$ cat src/rtl/ula_pkg.sv
// rtl/ula_pkg.sv - shared op codes, FSM states and op-class predicates for ula_seq
// Purpose: single source for the 5-bit op encoding and the signedness rules
//          used by both the sequencer and the iterative mul/div datapath.
// Contents: OP_* localparams, state_t enum, is_muldiv/is_div/is_signed_a/is_signed_b.
package ula_pkg;

  localparam logic [4:0] OP_ADD    = 5'h00;
  localparam logic [4:0] OP_SUB    = 5'h01;
  localparam logic [4:0] OP_AND    = 5'h02;
  localparam logic [4:0] OP_OR     = 5'h03;
  localparam logic [4:0] OP_XOR    = 5'h04;
  localparam logic [4:0] OP_SLL    = 5'h05;
  localparam logic [4:0] OP_SRL    = 5'h06;
  localparam logic [4:0] OP_SRA    = 5'h07;
  localparam logic [4:0] OP_SLT    = 5'h08;
  localparam logic [4:0] OP_SLTU   = 5'h09;
  localparam logic [4:0] OP_MUL    = 5'h10;
  localparam logic [4:0] OP_MULH   = 5'h11;
  localparam logic [4:0] OP_MULHSU = 5'h12;
  localparam logic [4:0] OP_MULHU  = 5'h13;
  localparam logic [4:0] OP_DIV    = 5'h14;
  localparam logic [4:0] OP_DIVU   = 5'h15;
  localparam logic [4:0] OP_REM    = 5'h16;
  localparam logic [4:0] OP_REMU   = 5'h17;

  typedef enum logic [1:0] {
    ST_IDLE = 2'd0,
    ST_CALC = 2'd1,
    ST_DONE = 2'd2
  } state_t;

  // 0x10..0x17: the whole M group
  function automatic logic is_muldiv(input logic [4:0] op);
    return op[4:3] == 2'b10;
  endfunction

  // 0x14..0x17: DIV, DIVU, REM, REMU
  function automatic logic is_div(input logic [4:0] op);
    return op[4:2] == 3'b101;
  endfunction

  function automatic logic is_signed_a(input logic [4:0] op);
    return (op == OP_MUL) || (op == OP_MULH) || (op == OP_MULHSU) ||
           (op == OP_DIV) || (op == OP_REM);
  endfunction

  function automatic logic is_signed_b(input logic [4:0] op);
    return (op == OP_MUL) || (op == OP_MULH) || (op == OP_DIV) || (op == OP_REM);
  endfunction

endpackage

$ cat src/rtl/ula_muldiv_iter.sv
// rtl/ula_muldiv_iter.sv - one-bit-per-cycle shift-add multiplier / restoring divider
// Purpose: runs XLEN iterations on operand magnitudes and applies the sign fix-up.
// Ports: clk, rst_n (async active-low); i_start loads i_op/i_a/i_b and clears the
//        counter; o_done is high in the cycle of the last iteration, with o_result
//        carrying the final (sign-corrected) value that iteration produces.
module ula_muldiv_iter
  import ula_pkg::*;
#(
  parameter int XLEN = 32
) (
  input  logic            clk,
  input  logic            rst_n,
  input  logic            i_start,
  input  logic [4:0]      i_op,
  input  logic [XLEN-1:0] i_a,
  input  logic [XLEN-1:0] i_b,
  output logic            o_done,
  output logic [XLEN-1:0] o_result
);

  localparam int SHW = $clog2(XLEN);
  localparam logic [SHW:0] CNT_LAST = (SHW+1)'(XLEN - 1);

  logic              r_run;
  logic [SHW:0]      r_cnt;
  logic [4:0]        r_op;
  logic              r_neg_m;
  logic              r_neg_q;
  logic              r_neg_r;
  logic [2*XLEN-1:0] r_mcand;
  logic [2*XLEN-1:0] r_prod;
  logic [XLEN-1:0]   r_mplier;
  logic [XLEN-1:0]   r_rem;
  logic [XLEN-1:0]   r_quo;
  logic [XLEN-1:0]   r_dvsr;

  logic              w_sa;
  logic              w_sb;
  logic [XLEN-1:0]   w_mag_a;
  logic [XLEN-1:0]   w_mag_b;
  logic [2*XLEN-1:0] w_prod_nxt;
  logic [XLEN:0]     w_shift;
  logic [XLEN:0]     w_diff;
  logic [XLEN-1:0]   w_rem_nxt;
  logic [XLEN-1:0]   w_quo_nxt;
  logic [2*XLEN-1:0] w_prod_fix;
  logic [XLEN-1:0]   w_quo_fix;
  logic [XLEN-1:0]   w_rem_fix;
  logic              w_last;

  assign w_sa    = is_signed_a(i_op) & i_a[XLEN-1];
  assign w_sb    = is_signed_b(i_op) & i_b[XLEN-1];
  assign w_mag_a = w_sa ? -i_a : i_a;
  assign w_mag_b = w_sb ? -i_b : i_b;

  // Both datapaths step every cycle; only the one selected by r_op is used.
  assign w_prod_nxt = r_prod + (r_mplier[0] ? r_mcand : '0);
  assign w_shift    = {r_rem, r_quo[XLEN-1]};
  assign w_diff     = w_shift - {1'b0, r_dvsr};
  assign w_rem_nxt  = w_diff[XLEN] ? w_shift[XLEN-1:0] : w_diff[XLEN-1:0];
  assign w_quo_nxt  = {r_quo[XLEN-2:0], ~w_diff[XLEN]};

  // Result is taken from the next-state values so the sequencer can leave
  // CALC on the same edge that completes the final iteration.
  assign w_prod_fix = r_neg_m ? -w_prod_nxt : w_prod_nxt;
  assign w_quo_fix  = r_neg_q ? -w_quo_nxt  : w_quo_nxt;
  assign w_rem_fix  = r_neg_r ? -w_rem_nxt  : w_rem_nxt;

  assign w_last = r_run && (r_cnt == CNT_LAST);
  assign o_done = w_last;

  always_comb begin
    o_result = '0;
    case (r_op)
      OP_MUL:                       o_result = w_prod_fix[XLEN-1:0];
      OP_MULH, OP_MULHSU, OP_MULHU: o_result = w_prod_fix[2*XLEN-1:XLEN];
      OP_DIV, OP_DIVU:              o_result = w_quo_fix;
      OP_REM, OP_REMU:              o_result = w_rem_fix;
      default:                      o_result = '0;
    endcase
  end

  always_ff @(posedge clk or negedge rst_n) begin
    if (!rst_n) begin
      r_run    <= 1'b0;
      r_cnt    <= '0;
      r_op     <= '0;
      r_neg_m  <= 1'b0;
      r_neg_q  <= 1'b0;
      r_neg_r  <= 1'b0;
      r_mcand  <= '0;
      r_prod   <= '0;
      r_mplier <= '0;
      r_rem    <= '0;
      r_quo    <= '0;
      r_dvsr   <= '0;
    end else if (i_start) begin
      r_run    <= 1'b1;
      r_cnt    <= '0;
      r_op     <= i_op;
      r_neg_m  <= w_sa ^ w_sb;
      r_neg_q  <= w_sa ^ w_sb;
      r_neg_r  <= w_sa;
      r_mcand  <= {{XLEN{1'b0}}, w_mag_a};
      r_prod   <= '0;
      r_mplier <= w_mag_b;
      r_rem    <= '0;
      r_quo    <= w_mag_a;
      r_dvsr   <= w_mag_b;
    end else if (r_run) begin
      r_cnt    <= r_cnt + 1'b1;
      r_prod   <= w_prod_nxt;
      r_mcand  <= r_mcand << 1;
      r_mplier <= r_mplier >> 1;
      r_rem    <= w_rem_nxt;
      r_quo    <= w_quo_nxt;
      if (w_last) r_run <= 1'b0;
    end
  end

endmodule

$ cat src/rtl/ula_seq.sv
// rtl/ula_seq.sv - sequential ALU with valid/ready handshake and iterative M ops
// Purpose: base integer ops in one cycle, MUL/DIV/REM through ula_muldiv_iter.
// Ports: clk, rst_n (async active-low); in_valid/in_ready with A, B, ALU_operacao;
//        out_valid/out_ready with registered result and flags zero, less,
//        less_unsigned; busy is high whenever the FSM is not idle.
module ula_seq
  import ula_pkg::*;
#(
  parameter int XLEN = 32
) (
  input  logic            clk,
  input  logic            rst_n,
  input  logic            in_valid,
  output logic            in_ready,
  input  logic [XLEN-1:0] A,
  input  logic [XLEN-1:0] B,
  input  logic [4:0]      ALU_operacao,
  output logic            out_valid,
  input  logic            out_ready,
  output logic [XLEN-1:0] result,
  output logic            zero,
  output logic            less,
  output logic            less_unsigned,
  output logic            busy
);

  localparam int SHW = $clog2(XLEN);
  localparam logic [XLEN-1:0] MOST_NEG = {1'b1, {(XLEN-1){1'b0}}};

  state_t          r_state;
  state_t          w_state_nxt;
  logic [XLEN-1:0] r_result;
  logic            r_zero;
  logic            r_less;
  logic            r_less_u;

  logic            w_accept;
  logic            w_b_zero;
  logic            w_ovf;
  logic            w_special;
  logic            w_start;
  logic            w_lt;
  logic            w_ltu;
  logic [SHW-1:0]  w_sh;
  logic [XLEN-1:0] w_fast_res;
  logic            w_iter_done;
  logic [XLEN-1:0] w_iter_res;

  assign in_ready      = (r_state == ST_IDLE);
  assign busy          = (r_state != ST_IDLE);
  assign out_valid     = (r_state == ST_DONE);
  assign result        = r_result;
  assign zero          = r_zero;
  assign less          = r_less;
  assign less_unsigned = r_less_u;

  assign w_accept  = in_valid && in_ready;
  assign w_b_zero  = (B == '0);
  assign w_ovf     = ((ALU_operacao == OP_DIV) || (ALU_operacao == OP_REM)) &&
                     (A == MOST_NEG) && (B == '1);
  assign w_special = is_div(ALU_operacao) && (w_b_zero || w_ovf);
  assign w_start   = w_accept && is_muldiv(ALU_operacao) && !w_special;
  assign w_lt      = $signed(A) < $signed(B);
  assign w_ltu     = A < B;
  assign w_sh      = B[SHW-1:0];

  // Single-cycle results; divide rows only matter for the special cases,
  // where B==0 gives all-ones/A and overflow gives A/0.
  always_comb begin
    w_fast_res = '0;
    case (ALU_operacao)
      OP_ADD:          w_fast_res = A + B;
      OP_SUB:          w_fast_res = A - B;
      OP_AND:          w_fast_res = A & B;
      OP_OR:           w_fast_res = A | B;
      OP_XOR:          w_fast_res = A ^ B;
      OP_SLL:          w_fast_res = A << w_sh;
      OP_SRL:          w_fast_res = A >> w_sh;
      OP_SRA:          w_fast_res = $signed(A) >>> w_sh;
      OP_SLT:          w_fast_res = {{(XLEN-1){1'b0}}, w_lt};
      OP_SLTU:         w_fast_res = {{(XLEN-1){1'b0}}, w_ltu};
      OP_DIV, OP_DIVU: w_fast_res = w_b_zero ? '1 : A;
      OP_REM, OP_REMU: w_fast_res = w_b_zero ? A : '0;
      default:         w_fast_res = '0;
    endcase
  end

  ula_muldiv_iter #(
    .XLEN(XLEN)
  ) u_iter (
    .clk      (clk),
    .rst_n    (rst_n),
    .i_start  (w_start),
    .i_op     (ALU_operacao),
    .i_a      (A),
    .i_b      (B),
    .o_done   (w_iter_done),
    .o_result (w_iter_res)
  );

  always_comb begin
    w_state_nxt = r_state;
    case (r_state)
      ST_IDLE: if (w_accept) w_state_nxt = w_start ? ST_CALC : ST_DONE;
      ST_CALC: if (w_iter_done) w_state_nxt = ST_DONE;
      ST_DONE: if (out_ready) w_state_nxt = ST_IDLE;
      default: w_state_nxt = ST_IDLE;
    endcase
  end

  always_ff @(posedge clk or negedge rst_n) begin
    if (!rst_n) begin
      r_state  <= ST_IDLE;
      r_result <= '0;
      r_zero   <= 1'b0;
      r_less   <= 1'b0;
      r_less_u <= 1'b0;
    end else begin
      r_state <= w_state_nxt;
      if (w_accept) begin
        r_less   <= w_lt;
        r_less_u <= w_ltu;
      end
      if (w_accept && !w_start) begin
        r_result <= w_fast_res;
        r_zero   <= (w_fast_res == '0);
      end else if ((r_state == ST_CALC) && w_iter_done) begin
        r_result <= w_iter_res;
        r_zero   <= (w_iter_res == '0);
      end
    end
  end

endmodule

$ cat config.mk
export PLATFORM = sky130hd
export DESIGN_NAME = ula_seq
export DESIGN_NICKNAME = d
export VERILOG_FILES = /design/src/rtl/ula_pkg.sv /design/src/rtl/ula_muldiv_iter.sv /design/src/rtl/ula_seq.sv
export SDC_FILE = /design/constraint.sdc
export NUM_CORES = 2
export LEC_CHECK = 0
export CAP_MARGIN = 20
export CORE_AREA = 5 5 272 274
export DETAILED_ROUTE_END_ITERATION = 7
export DIE_AREA = 0 0 277 279
export PLACE_DENSITY = 0.67
export SLEW_MARGIN = 30
export SYNTH_ARGS = -nofsm -noshare
export SYNTH_HDL_FRONTEND = slang
export SYNTH_HIERARCHICAL = 1
export SYNTH_SLANG_ARGS = --single-unit
export TNS_END_PERCENT = 50
$ cat constraint.sdc
create_clock -name clk -period 7.6 [get_ports clk]
set_clock_uncertainty 0.1 [all_clocks]
set_input_delay 2.28 -clock clk [delete_from_list [all_inputs] [get_ports clk]]
set_output_delay 2.28 -clock clk [all_outputs]
set_load 0.01 [all_outputs]
Word level (Yosys, flattened, before mapping)
Cells that the tools add are included.
{"block": "word_totals", "elab_cells": 140, "out_inout_bits": 38, "in_bits": 73, "reg_bits": 307}
{"block": "op_classes", "n_lt_le_gt_ge": 2, "mux": 35, "n_eq_ne": 34, "addsub": 10, "reduce_logical": 33, "shifts": 3, "bitwise": 7}
{"cell": "32-bit two-way mux", "count": 15}
{"cell": "64-bit two-way mux", "count": 6}
{"cell": "32-bit one-hot mux with 12 select lines", "count": 1}
{"cell": "32-bit negation", "count": 4}
{"cell": "32-bit one-hot mux with 4 select lines", "count": 1}
{"cell": "32-bit zero test", "count": 3}
{"cell": "5-bit == test (second input constant)", "count": 15}
{"cell": "64-bit adder", "count": 1}
{"cell": "32-bit == test (second input constant)", "count": 2}
{"cell": "32-bit < comparator", "count": 2}
{"cell": "64-bit negation", "count": 1}
{"cell": "33-bit by 32-bit subtractor with 33-bit output", "count": 1}
{"cell": "32-bit adder", "count": 1}
{"cell": "32-bit bitwise AND", "count": 1}
{"cell": "32-bit OR", "count": 1}
{"cell": "32-bit by 5-bit left shift with 32-bit output", "count": 1}
{"cell": "32-bit by 5-bit >> shifter with 32-bit output", "count": 1}
{"cell": "32-bit by 5-bit >>> shifter with 32-bit output", "count": 1}
{"cell": "32-bit subtractor", "count": 1}
{"cell": "32-bit bitwise XOR", "count": 1}
{"cell": "5-bit by 3-bit == test with 1-bit output (second input constant)", "count": 4}
{"cell": "6-bit two-way mux", "count": 2}
{"cell": "5-bit by 2-bit == test with 1-bit output (second input constant)", "count": 2}
{"cell": "5-bit by 4-bit == test with 1-bit output (second input constant)", "count": 2}
{"cell": "23 further kinds", "count": 54}

Logic depth before layout (Yosys ltp)
{"block": "logic_depth", "depth_word": 11, "mapped_depth": 30, "ltp_nobuf": 29}

Modules after synthesis
Netlist, hierarchy kept.
{"module": "ula_muldiv_iter", "seq_area_each_um2": 6756.5, "area_each_um2": 24075.6, "cells_per_inst": 3008, "instances": 1}
{"module": "ula_seq", "seq_area_each_um2": 925.9, "area_each_um2": 11099.4, "cells_per_inst": 1521, "instances": 1}

Least setup slack after synthesis
OpenSTA, ideal clock, no wires.
{"block": "synth_path", "kind": "input-to-reg", "startpoint": "input B[2]", "endpoint": "register r_zero, in the netlist zero", "arrival_time_ns": 6.392, "slack_ns": 1.042, "setup_time_ns": 0.066, "n_path_buf": 4, "cell_stages": 17, "required_time_ns": 7.434, "cell_sequence": "inv_1 -> buf_1 -> clkbuf_1 -> clkbuf_1 -> ha_1 -> clkbuf_1 -> a21o_1 -> a221oi_1 -> o21a_1 -> o211ai_1 -> a31oi_1 -> o21ai_0 -> a211o_1 -> a221oi_1 -> nand4b_1 -> nor4_2 -> a41o_1"}
{"block": "synth_between", "elab_chain_cells": 9, "word_cells_on_any_way": 25, "classes_between": "add/sub: 2; order compare: 2; eq/ne: 1; shift: 3; mux: 4; bitwise: 3; reduce/logical: 10"}
{"item": "start, declared", "line_no": "ula_seq.sv:16", "rtl": "input logic [XLEN-1:0] B,"}
{"item": "parallel branches: the longest is 9 deep, another holds 32-bit subtractor"}
{"item": "end signal, assigned", "line_no": "ula_seq.sv:126", "rtl": "r_zero <= (w_fast_res == '0);"}
{"item": "end signal, assigned", "line_no": "ula_seq.sv:129", "rtl": "r_zero <= (w_iter_res == '0);"}
{"item": "end, declared", "line_no": "ula_seq.sv:33", "rtl": "logic r_zero;"}
Parallel ways; which one is timed is not known.
A chain may end at the register's enable or synchronous reset.

Worst setup path after layout
{"block": "layout_path", "startpoint": "register u_iter.r_mplier[0]", "endpoint": "register r_zero, in the netlist zero"}
{"block": "layout_between", "elab_chain_cells": 8}
{"item": "start, declared", "line_no": "ula_muldiv_iter.sv:32", "rtl": "logic [XLEN-1:0] r_mplier;"}
{"item": "start signal, assigned", "line_no": "ula_muldiv_iter.sv:106", "rtl": "r_mplier <= w_mag_b;"}
{"item": "start signal, assigned", "line_no": "ula_muldiv_iter.sv:114", "rtl": "r_mplier <= r_mplier >> 1;"}
{"item": "64-bit two-way mux (*)", "line_no": "ula_muldiv_iter.sv:57", "rtl": "assign w_prod_nxt = r_prod + (r_mplier[0] ? r_mcand : '0);"}
{"item": "64-bit adder (*)", "line_no": "ula_muldiv_iter.sv:57"}
{"item": "64-bit negation", "line_no": "ula_muldiv_iter.sv:65", "rtl": "assign w_prod_fix = r_neg_m ? -w_prod_nxt : w_prod_nxt;"}
{"item": "64-bit two-way mux (*)", "line_no": "ula_muldiv_iter.sv:65"}
{"item": "32-bit one-hot mux with 4 select lines (*)", "line_no": "ula_muldiv_iter.sv:74", "rtl": "case (r_op)"}
{"item": "via w_iter_res[23]", "line_no": "ula_seq.sv:47", "rtl": "logic [XLEN-1:0] w_iter_res;"}
{"item": "32-bit zero test (*)", "line_no": "ula_seq.sv:129"}
{"item": "1-bit two-way mux (*)", "line_no": "ula_seq.sv:127", "rtl": "end else if ((r_state == ST_CALC) && w_iter_done) begin"}
{"item": "1-bit two-way mux (*)", "line_no": "ula_seq.sv:124", "rtl": "if (w_accept && !w_start) begin"}
The timed path passes the listed nets; every way through them passes the cells marked *. The select of a mux whose other input is x is not followed.

==> metrics.txt <==
Top Ports=111; clock share of power=9.8%; 1st-pass router iterations=8; peak supply drop=763 µV; Layout Cells excl Fill=5,525; MaxCap Viol Count=0; initial core utilization=49.5%; GR peak layer=met2; synthesis warning total=6; Reg2Reg Setup Slack=0.56 ns; # fillers=6,814; pins over their slew limit=0; RePlAce Congestion=1.11; initial antenna violation count=4; Total GRT Usage=41.4%; TritonCTS clock tree=yes; status=completed; async set-reset flop share out of synthesis=100%; CP max stage delay=0.70 ns; detailed placement HPWL=130,000 µm; die area=77,300 µm²; Syn Nets=4,808; DR DRC count=0; #FFs+latches synth=307; share of layout cells above drive strength 1=8.72%; final setup fails=0; crit path max fanout=24; Period minus WS final=7.04 ns; DP Area=37,700 µm²; Post-Synthesis Cells=4,529; Gate power share=72.2%; CTS Buffer Depth=3; Final Hold Vio Count=0; Iter 0 DRT Violations=5,243; design internal power=8230 µW; number of port buffers=110; synthesis-to-layout area growth=10.8%; Tcrit/Tclk final=92.6%; worst-skew pair later-pin latency=0.57 ns; critical path startpoint=u_iter/r_mplier[0]; multi-input combinational cell area=25,700 µm²; met2 Use GR=66.9%; Sw Ratio=56.1%; commonest cells after routing, fill and taps aside=nor2_1, nand2_1, a21oi_1; mapped cell area=35,200 µm²; # nets final=4,825; Post-DRT Antenna Nets=0; Buf/Inv on CP=1; vias=38.4k; cell depth of the worst setup path=21; RR Endpoint=zero; CP Data Arrival Time=7.44 ns; worst hold path type=flip-flop to flip-flop; power share of the sequential group=18.0%; final setup TNS=0 ns; final core utilization=54.8%; CP endpoint kind=flip-flop; RSZ-0062 raised after global routing=false; placed cells=5,457; Die H=279 µm; Avg Cell Area, Syn=7.77 µm²; worst-path cell chain=buf_4 > and2_1 > ha_1 > a21oi_1 > o21ai_1 > a211oi_2 > o211ai_1 > mux2i_1 > a21oi_1 > or4bb_1 > or4_1 > nor4bb_1 > mux2i_1 > nor3_1 > nand3_1 > nor4_1 > nand4_1 > nor3_1 > a21oi_1 > nor2_1 > a41o_1; met1 Usage GRT=50.8%; register area=7690 µm²; # H-tree levels=2; post-cts sizing count=0; Num Clock Sinks=307; routed len/inst=30.5 µm; Routed WL=169,000 µm; Worst path slowest cell=nor4bb_1; sequential fraction of the synthesis area=21.8%; Reg clk slew, reported paths=0.06 ns; met3 Use GR=7.46%; number of synthesized flops with an enable pin=0; Post-CTS Setup Bufs=0; CTS buffer count=37; leakage=0.0169 µW; CP Class=flip-flop to flip-flop; Crit path max-delay family=simple AND/OR/NAND/NOR gates; Critical R2R Launch=u_iter/r_mplier[0]; crit path launch type=flip-flop; Synth cell types=102; slew margin rel.=27.9%; DR vias/cell=6.96; Clock Tree Root=clkbuf_16; Worst setup endpoint=zero; Pwr Density=481 nW/µm²; largest net degree at the start of global routing=190; CP required=8.00 ns; vias in the first global route=36.4k; global-route wire length before repair=245,000 µm; P_sw=10,500 µW; slew at the pin with the worst max-slew slack=1.05 ns; chip width=277 µm; f_max=142 MHz; Final Cell Area=39,000 µm²; grt total ovfl=0; Core Rows=98; most frequent CP cell=a21oi_1; core box area=71,100 µm²; ys flop type=dfrtp_1; hold_buf cts=0; commonest non-fill, non-tap cell in the layout=nor2_1; worst r2r path cells=21
worst reg2reg max path: stages, from the launching register on:
cell and delay (ns):
dfrtp_1 0.56, buf_4 0.34, and2_1 0.19, ha_1 0.32
a21oi_1 0.36, o21ai_1 0.32, a211oi_2 0.52, o211ai_1 0.26
mux2i_1 0.26, a21oi_1 0.31, or4bb_1 0.51, or4_1 0.67
nor4bb_1 0.70, mux2i_1 0.18, nor3_1 0.22, nand3_1 0.15
nor4_1 0.35, nand4_1 0.15, nor3_1 0.21, a21oi_1 0.07
nor2_1 0.11, a41o_1 0.10
synthesized netlist by cell type, drive strengths merged, types with 16 or more instances:
master | n | area, µm²
o21a | 20 | 150
nor4 | 66 | 425
or2 | 22 | 140
or3 | 41 | 257
mux2i | 250 | 2500
a221oi | 36 | 315
a211o | 21 | 184
or4 | 24 | 188
nand2b | 30 | 188
a21o | 46 | 345
a211oi | 87 | 673
a221o | 27 | 270
a22oi | 57 | 433
clkbuf | 254 | 953
nand2 | 372 | 1400
nand4 | 96 | 601
nor3 | 93 | 470
and3 | 37 | 231
nor2b | 35 | 219
mux2 | 29 | 334
dfrtp | 307 | 7680
o21ai | 299 | 1500
nor3b | 16 | 120
buf | 59 | 273
inv | 183 | 687
o21bai | 19 | 143
o211ai | 56 | 425
ha | 202 | 2530
and2 | 99 | 619
nor2 | 481 | 1810
mux4 | 47 | 1070
a2111oi | 17 | 156
a31oi | 38 | 238
o31ai | 42 | 315
a21boi | 126 | 946
o22ai | 37 | 231
a21oi | 333 | 1670
o221ai | 31 | 278
xor2 | 96 | 841
xnor2 | 103 | 902
nand3 | 80 | 400
layer usage:
layer	routed length, µm	part of all wire, %	up-vias
li1	-	-	16900
met1	63500	38	18400
met2	75200	45	2372
met3	14900	8.8	718
met4	15100	9.0	4
met5	28	0.017	-
through the flow:
step | setup WS, ns | power (µW) | hold WS [ns]
after detailed placement | 0.602 | 16400 | 0.389
after CTS | 0.801 | 18300 | 0.403
after floorplan | 1.04 | 12000 | 0.373
after global placement | 0.652 | 16300 | 0.383
final | 0.562 | 18700 | 0.404
after global routing | 0.163 | 19800 | 0.435
sequential cells by signal, indices dropped and copies added, names as in the netlist:
signal and count:
u_iter/r_mcand 64, u_iter/r_prod 64, result 32, u_iter/r_dvsr 32, u_iter/r_mplier 32, u_iter/r_quo 32, u_iter/r_rem 32, u_iter/r_cnt 6
u_iter/r_op 5, r_state 2, less 1, less_unsigned 1, u_iter/r_neg_q 1, u_iter/r_neg_r 1, u_iter/r_run 1, zero 1
power by group through the flow:
stage | combinational, µW | clock (µW) | sequential (µW)
6_report | 13500 | 1840 | 3370
5_1_grt | 14400 | 1940 | 3440
4_1_cts | 13100 | 1870 | 3320
3_5_place_dp | 13000 | 0 | 3340
3_3_place_gp | 12900 | 0 | 3320
2_1_floorplan | 9000 | 0 | 2960
area by class of cell:
class | count | area share (%)
inverters | 183 | 1.76
flip-flops and latches | 307 | 19.7
diodes | 1 | 0.00642
clock inverters | 18 | 0.488
multi-input cells | 3726 | 65.8
well taps | 950 | 3.05
repair buffers | 291 | 6.44
clock buffers | 49 | 2.73
cell families after synthesis:
family,synth area share [%]
AND/OR/NAND/NOR,21.4
AO/OA/AOI/OAI,27.8
buffers and inverters,5.44
multiplexers,11.1
flip-flops,21.8
adder cells (fa/ha/maj),7.41
XOR/XNOR,4.96
worst min-delay path by stage:
stage	cells past startpoint	end	slack (ns)	from
3_5_place_dp	1	u_iter/r_op[4]	0.39	u_iter/r_op[4]
3_3_place_gp	1	u_iter/r_op[4]	0.38	u_iter/r_op[4]
4_1_cts	1	u_iter/r_op[4]	0.40	u_iter/r_op[4]
2_1_floorplan	1	u_iter/r_op[4]	0.37	u_iter/r_op[4]
5_1_grt	1	u_iter/r_op[4]	0.44	u_iter/r_op[4]
6_report	1	u_iter/r_op[4]	0.40	u_iter/r_op[4]
Power figures use the tool's default switching activity.
